$ cat src/rtl/conv_layer_engine.sv
// conv_layer_engine: streams an image and kernels from an external ROM,
// computes one saturated fixed-point feature row per FETCH pass.
// Ports: clk, rst_n (async, active low), enable (run request)
//   ext_rom_addr / ext_rom_data : ROM read, data one cycle after address
//   feature_valid / feature_ready / feature_output : row handshake
//   feature_idx, feature_row : kernel and row of the presented row
//   busy (not idle), image_calc_fin (one-cycle done pulse)
module conv_layer_engine #(
  parameter int DATA_WIDTH     = 16,
  parameter int FRAC_BITS      = 8,
  parameter int IMAGE_SIZE     = 8,
  parameter int KERNEL_SIZE    = 3,
  parameter int ARRAY_SIZE     = IMAGE_SIZE - KERNEL_SIZE + 1,
  parameter int NUM_KERNELS    = 3,
  parameter int EXT_ADDR_WIDTH = 12,
  parameter int WEIGHT_BASE    = 64
) (
  input  logic                             clk,
  input  logic                             rst_n,
  input  logic                             enable,
  output logic [EXT_ADDR_WIDTH-1:0]        ext_rom_addr,
  input  logic [DATA_WIDTH-1:0]            ext_rom_data,
  output logic                             feature_valid,
  input  logic                             feature_ready,
  output logic [ARRAY_SIZE*DATA_WIDTH-1:0] feature_output,
  output logic [$clog2(NUM_KERNELS)-1:0]   feature_idx,
  output logic [$clog2(ARRAY_SIZE)-1:0]    feature_row,
  output logic                             busy,
  output logic                             image_calc_fin
);

  localparam int KK    = KERNEL_SIZE * KERNEL_SIZE;
  localparam int ACC_W = 2 * DATA_WIDTH + $clog2(KK) + 1;
  localparam int TW    = $clog2(KERNEL_SIZE + 1);
  localparam int PW    = $clog2(ARRAY_SIZE + 1);
  localparam int IW    = $clog2(NUM_KERNELS);
  localparam int RW    = $clog2(ARRAY_SIZE);

  localparam logic [TW-1:0] T_END  = TW'(KERNEL_SIZE);
  localparam logic [TW-1:0] T_LAST = TW'(KERNEL_SIZE - 1);
  localparam logic [PW-1:0] P_LAST = PW'(ARRAY_SIZE);
  localparam logic [IW-1:0] I_LAST = IW'(NUM_KERNELS - 1);
  localparam logic [RW-1:0] R_LAST = RW'(ARRAY_SIZE - 1);

  localparam logic signed [ACC_W-1:0] SMAX =
    {{(ACC_W-DATA_WIDTH+1){1'b0}}, {(DATA_WIDTH-1){1'b1}}};
  localparam logic signed [ACC_W-1:0] SMIN =
    {{(ACC_W-DATA_WIDTH+1){1'b1}}, {(DATA_WIDTH-1){1'b0}}};

  typedef enum logic [1:0] {IDLE, FETCH, OUTPUT, DONE} state_e;

  state_e state_q, state_d;

  logic [TW-1:0] ti_q, tj_q;
  logic [PW-1:0] pos_q, pend_pos_q;
  logic          pend_q;
  logic [IW-1:0] idx_q;
  logic [RW-1:0] row_q;

  logic signed [DATA_WIDTH-1:0]   w_q;
  logic signed [ACC_W-1:0]        acc_q [ARRAY_SIZE];
  logic signed [2*DATA_WIDTH-1:0] prod;

  logic issue, start, hs, last_row;

  // issue is low in the single drain cycle that collects the last datum
  assign issue    = (state_q == FETCH) && (ti_q != T_END);
  assign start    = (state_q == IDLE) && enable;
  assign hs       = (state_q == OUTPUT) && enable && feature_ready;
  assign last_row = (row_q == R_LAST) && (idx_q == I_LAST);
  assign prod     = $signed(ext_rom_data) * w_q;

  assign feature_valid  = (state_q == OUTPUT);
  assign busy           = (state_q != IDLE);
  assign image_calc_fin = (state_q == DONE);
  assign feature_idx    = idx_q;
  assign feature_row    = row_q;

  always_ff @(posedge clk or negedge rst_n) begin
    if (!rst_n) state_q <= IDLE;
    else        state_q <= state_d;
  end

  always_comb begin
    state_d = state_q;
    unique case (state_q)
      IDLE:   if (enable) state_d = FETCH;
      FETCH: begin
        if (!enable)     state_d = IDLE;
        else if (!issue) state_d = OUTPUT;
      end
      OUTPUT: begin
        if (!enable)            state_d = IDLE;
        else if (feature_ready) state_d = last_row ? DONE : FETCH;
      end
      DONE:   state_d = IDLE;
      default: state_d = IDLE;
    endcase
  end

  // pos 0 addresses the tap weight, pos 1..A the pixels of column pos-1
  always_comb begin
    ext_rom_addr = '0;
    if (issue) begin
      if (pos_q == '0)
        ext_rom_addr = EXT_ADDR_WIDTH'(WEIGHT_BASE + int'(idx_q) * KK
                       + int'(ti_q) * KERNEL_SIZE + int'(tj_q));
      else
        ext_rom_addr = EXT_ADDR_WIDTH'((int'(ti_q) + int'(row_q)) * IMAGE_SIZE
                       + int'(pos_q) - 1 + int'(tj_q));
    end
  end

  always_ff @(posedge clk or negedge rst_n) begin
    if (!rst_n) begin
      ti_q       <= '0;
      tj_q       <= '0;
      pos_q      <= '0;
      pend_q     <= 1'b0;
      pend_pos_q <= '0;
      idx_q      <= '0;
      row_q      <= '0;
      w_q        <= '0;
      for (int a = 0; a < ARRAY_SIZE; a++) acc_q[a] <= '0;
    end else begin
      pend_q     <= issue && enable;
      pend_pos_q <= pos_q;
      if (pend_q && pend_pos_q == '0) w_q <= $signed(ext_rom_data);
      for (int a = 0; a < ARRAY_SIZE; a++)
        if (pend_q && pend_pos_q == PW'(a + 1))
          acc_q[a] <= acc_q[a] + ACC_W'(prod);
      if (issue) begin
        if (pos_q == P_LAST) begin
          pos_q <= '0;
          if (tj_q == T_LAST) begin
            tj_q <= '0;
            ti_q <= ti_q + TW'(1);
          end else begin
            tj_q <= tj_q + TW'(1);
          end
        end else begin
          pos_q <= pos_q + PW'(1);
        end
      end
      if (start || hs) begin
        ti_q  <= '0;
        tj_q  <= '0;
        pos_q <= '0;
        for (int a = 0; a < ARRAY_SIZE; a++) acc_q[a] <= '0;
      end
      if (start) begin
        idx_q <= '0;
        row_q <= '0;
      end else if (hs) begin
        if (last_row) begin
          idx_q <= '0;
          row_q <= '0;
        end else if (row_q == R_LAST) begin
          row_q <= '0;
          idx_q <= idx_q + IW'(1);
        end else begin
          row_q <= row_q + RW'(1);
        end
      end
    end
  end

  always_comb begin
    logic signed [ACC_W-1:0] sh;
    feature_output = '0;
    for (int a = 0; a < ARRAY_SIZE; a++) begin
      sh = acc_q[a] >>> FRAC_BITS;
      if (sh > SMAX)      sh = SMAX;
      else if (sh < SMIN) sh = SMIN;
      if (feature_valid)
        feature_output[(ARRAY_SIZE-1-a)*DATA_WIDTH +: DATA_WIDTH] =
          sh[DATA_WIDTH-1:0];
    end
  end

endmodule

$ cat config.mk
export PLATFORM = sky130hd
export DESIGN_NAME = conv_layer_engine
export DESIGN_NICKNAME = d
export VERILOG_FILES = /design/src/rtl/conv_layer_engine.sv
export SDC_FILE = /design/constraint.sdc
export NUM_CORES = 2
export LEC_CHECK = 0
export BUFFER_PORTS_ARGS = -buffer_cell sky130_fd_sc_hd__buf_4
export CAP_MARGIN = 20
export CELL_PAD_IN_SITES_DETAIL_PLACEMENT = 2
export CELL_PAD_IN_SITES_GLOBAL_PLACEMENT = 2
export CORE_MARGIN = 2
export CORE_UTILIZATION = 25
export DETAILED_ROUTE_END_ITERATION = 7
export PLACE_DENSITY = 0.66
export SLEW_MARGIN = 5
export SYNTH_ARGS = -nofsm -noshare
export SYNTH_HDL_FRONTEND = slang
export SYNTH_SLANG_ARGS = --single-unit
$ cat constraint.sdc
create_clock -name clk -period 16.07 [get_ports clk]
set_input_delay 3.214 -clock clk [delete_from_list [all_inputs] [get_ports clk]]
set_output_delay 3.214 -clock clk [all_outputs]
set_load 0.1 [all_outputs]
==> summary.txt <==
STA
  • Worst-Margin Slew: 1020 ps
  • RSZ-0062 raised after global routing: false
  • Setup Viol. Count Final: 0
  • Setup TNS: 0 ps
  • Max-slew headroom: between 30% and 40%
  • Final min period: 12050 ps
  • Fin. max-slew vios: 0
  • Clk_skew: 48.0 ps
  • Crit share post-route: 75.0%
  • Max Fclk: 0.0830 GHz
  • Endpoints failing hold: 0
  • Final worst setup slack: about 4000 ps

Outcome
  • Status: finished, final reports clean

Critical path
  • Data required, critical path: 16580 ps
  • Cell mode on critical path: fa_1
  • Critical path arrival: 12550 ps
  • Startpoint Class: input port
  • Worst-path maximum fanout: 17
  • CP Capture Type: flop
  • Crit-path slowest cell: xnor2_2
  • Crit-path max cell delay: 730 ps
  • Critical path class: in -> reg

Clock tree
  • Post-CTS setup repair buffer count: 0
  • CTS Buf Count: 40
  • Clock Pin Slew Worst Setup and Hold Paths: 60 ps
  • TritonCTS clock tree: yes
  • Deepest level of the CTS H-tree: 2
  • Root Driver: clkbuf_16
  • CTS Hold Bufs: 0
  • CTS max path bufs: 3
  • Clk_lat worst skew: 640 ps
  • Post_cts resized: 0
  • CTS Sinks: 256

Floorplan
  • Die W: between 300 and 400 um
  • IO Count: 136
  • Die Ht: 364 um
  • FP Rows: 131
  • Initial Utilization: roughly 25%
  • Die footprint: around 130000 sq um
  • Total core area: between 100000 and 150000 sq um

Yosys
  • Synth Cell Area: 32300 sq um
  • Synth Area per Inst: approximately 8.1 sq um
  • Flop and latch count out of synthesis: 256
  • Synthesized-area fraction occupied by xor and xnor cells: under 10%
  • Compound-Gate Fraction of Synth Area: 17.6%
  • Post-synthesis mux area share: 1.05%
  • Distinct cells, synth: 86
  • Adder-Cell Fraction of Synth Area: about 29%
  • Synth top area cells: dfrtp_1 (20%), fa_1 (17%), ha_1 (13%)
  • Sequential-to-total area share from yosys stat: between 10% and 20%
  • Async SR Flop Fraction: 100%
  • Syn nets: 4585
  • Cells after Synth: 3969
  • Top_reg_cell synth: dfrtp_1
  • Simple-gate area share of the yosys netlist: 20.3%
  • Top-area cell type share of the netlist area: slightly below 20%
  • Largest family of logic cells by synthesized area: adder cells
  • Post-synth EDFFs: 0
  • Biggest area consumer among synthesized cells: dfrtp_1
  • Ys Warns: 0

Finish
  • Fillcell total: 14786
  • Multi-input logic area: 24200 sq um
  • Layout net count: 4669
  • Storage cell area: 6410 sq um
  • Proportion of layout cells with a drive suffix above 1: 7.76%
  • Layout area overhead: 14.4%

Global routing
  • Initial antenna violation count: 9
  • Busiest grt layer: met2
  • Total track usage: between 10% and 20%
  • Met2 GRT Util: 31.0%
  • GR Util met1: 25.9%
  • GRT overflow: 0
  • First-pass GRT wire length: 195000 um
  • Largest net degree at the start of global routing: 135
  • Number of global-route vias before repair: 32243
  • Met3 usage: under 10%

Routing
  • Pre-antenna DRT Iters: 5
  • Routed wire length: 123000 um
  • ANT nets after route: 0
  • Drt drc: 0
  • DR iter-0 viols: between 1000 and 1500
  • Vias/cell: 4.99
  • Detailed-route via count: approximately 29000
  • Wire length per cell: approximately 21 um

Placement
  • Final GP Congestion: 0.799
  • HPWL after detailed placement: 90500 um
  • IO buf count: 135
  • Pre-CTS setup slack: 3370 ps

Worst hold path
  • Worst hold path class: reg -> reg

Flow run
  • Max Cap Violations: 0
## cells in the final DEF, fill, tap and decap left out, types with 35 or more instances in the layout
master,synthesis,routed
xnor2_1,148,135
and2_1,143,143
o21ai_0,96,95
ha_1,324,324
nor3_1,58,56
nand2_1,545,545
inv_1,394,394
dfrtp_1,256,256
a21o_1,111,111
fa_1,272,272
buf_4,2,177
nand4_1,37,37
a21oi_1,372,372
a211oi_1,55,55
o21bai_1,35,35
nor2_1,388,383
nand3_1,89,88
clkbuf_16,0,40
xor2_1,63,57
o21a_1,39,39
## through the flow
stage | instance area (sq um) | cells | hold WS, ps | util, %
floorplan | 32300 | 3969 | 352 | -
global placement | 35600 | 5739 | 507 | 27.8
detailed placement | 35600 | 5740 | 516 | 27.8
CTS | 37000 | 5814 | 531 | 28.9
global route | 37000 | 5814 | 552 | 28.9
finish | 37000 | 5815 | 527 | 28.9
## cell usage after synthesis, types with 17 or more instances
cell type / number
clkbuf_1: 120
mux2i_1: 17
nand4_1: 37
o21ai_1: 33
nor2_1: 388
a21o_1: 111
ha_1: 324
inv_1: 394
o21a_1: 39
nand2b_1: 29
a21oi_1: 372
nand2_1: 545
nand3_1: 89
and2_1: 143
a31oi_1: 31
o21bai_1: 35
dfrtp_1: 256
nor4_1: 18
nor3_1: 58
nor2b_1: 33
a211oi_1: 55
o21ai_0: 96
or3_1: 26
xor2_1: 63
xnor2_1: 148
and3_1: 33
fa_1: 272
## cell families after synthesis
| kind of cell | count (synthesis) |
|---|---|
| buf+inv | 531 |
| compound gates | 904 |
| flops | 256 |
| xor+xnor | 211 |
| simple gates | 1439 |
| fa+ha+maj | 596 |
| mux | 32 |
## worst paths after layout
path	cells past startpoint	slack [ps]	from	to
hold reg to reg	2	530	acc_q[118]$_DFFE_PN0P_	acc_q[118]$_DFFE_PN0P_
min in group asynchronous	1	2680	rst_n	feature_row[1]$_DFFE_PN0N_
max in group asynchronous	3	11190	rst_n	acc_q[90]$_DFFE_PN0P_
hold / removal	2	530	acc_q[118]$_DFFE_PN0P_	acc_q[118]$_DFFE_PN0P_
setup reg to reg	33	5930	w_q[9]$_DFFE_PN0P_	acc_q[183]$_DFFE_PN0P_
setup / recovery	33	4020	ext_rom_data[15]	acc_q[183]$_DFFE_PN0P_
## area by class of cell
| cell class | instances | area share [%] |
|---|---|---|
| diodes | 1 | 0.00677 |
| clock buffers | 60 | 3.29 |
| clock inverters | 14 | 0.325 |
| inverters | 394 | 4.00 |
| multi-input cells | 3182 | 65.5 |
| flip-flops and latches | 256 | 17.3 |
| well taps | 1729 | 5.85 |
| repair buffers | 179 | 3.69 |
## sequential cells by signal, indices dropped and copies added (netlist names)
name / cells
state_q: 2
w_q: 16
acc_q: 222
tj_q: 2
pend_pos_q: 3
pend_q: 1
ti_q: 2
pos_q: 3
feature_idx: 2
feature_row: 3
## critical path, delay by kind of cell
| kind | cells | cell delay, ps |
|---|---|---|
| XOR/XNOR | 1 | 730 |
| AND/OR/NAND/NOR | 7 | 1240 |
| buffers and inverters | 6 | 610 |
| adder cells (fa/ha/maj) | 8 | 4150 |
| AO/OA/AOI/OAI | 10 | 2320 |
| multiplexers | 1 | 250 |
## metal layers
layer / up-vias / share of wire [%]
li1: 13582 / -
met1: 14884 / 48
met2: 395 / 46
met3: 150 / 3.3
met4: 0 / 3.5
met5: - / 0
Power is left out: the tool's default activity adds up to more than one toggle a clock period on the data nets, which glitch-free logic cannot reach.
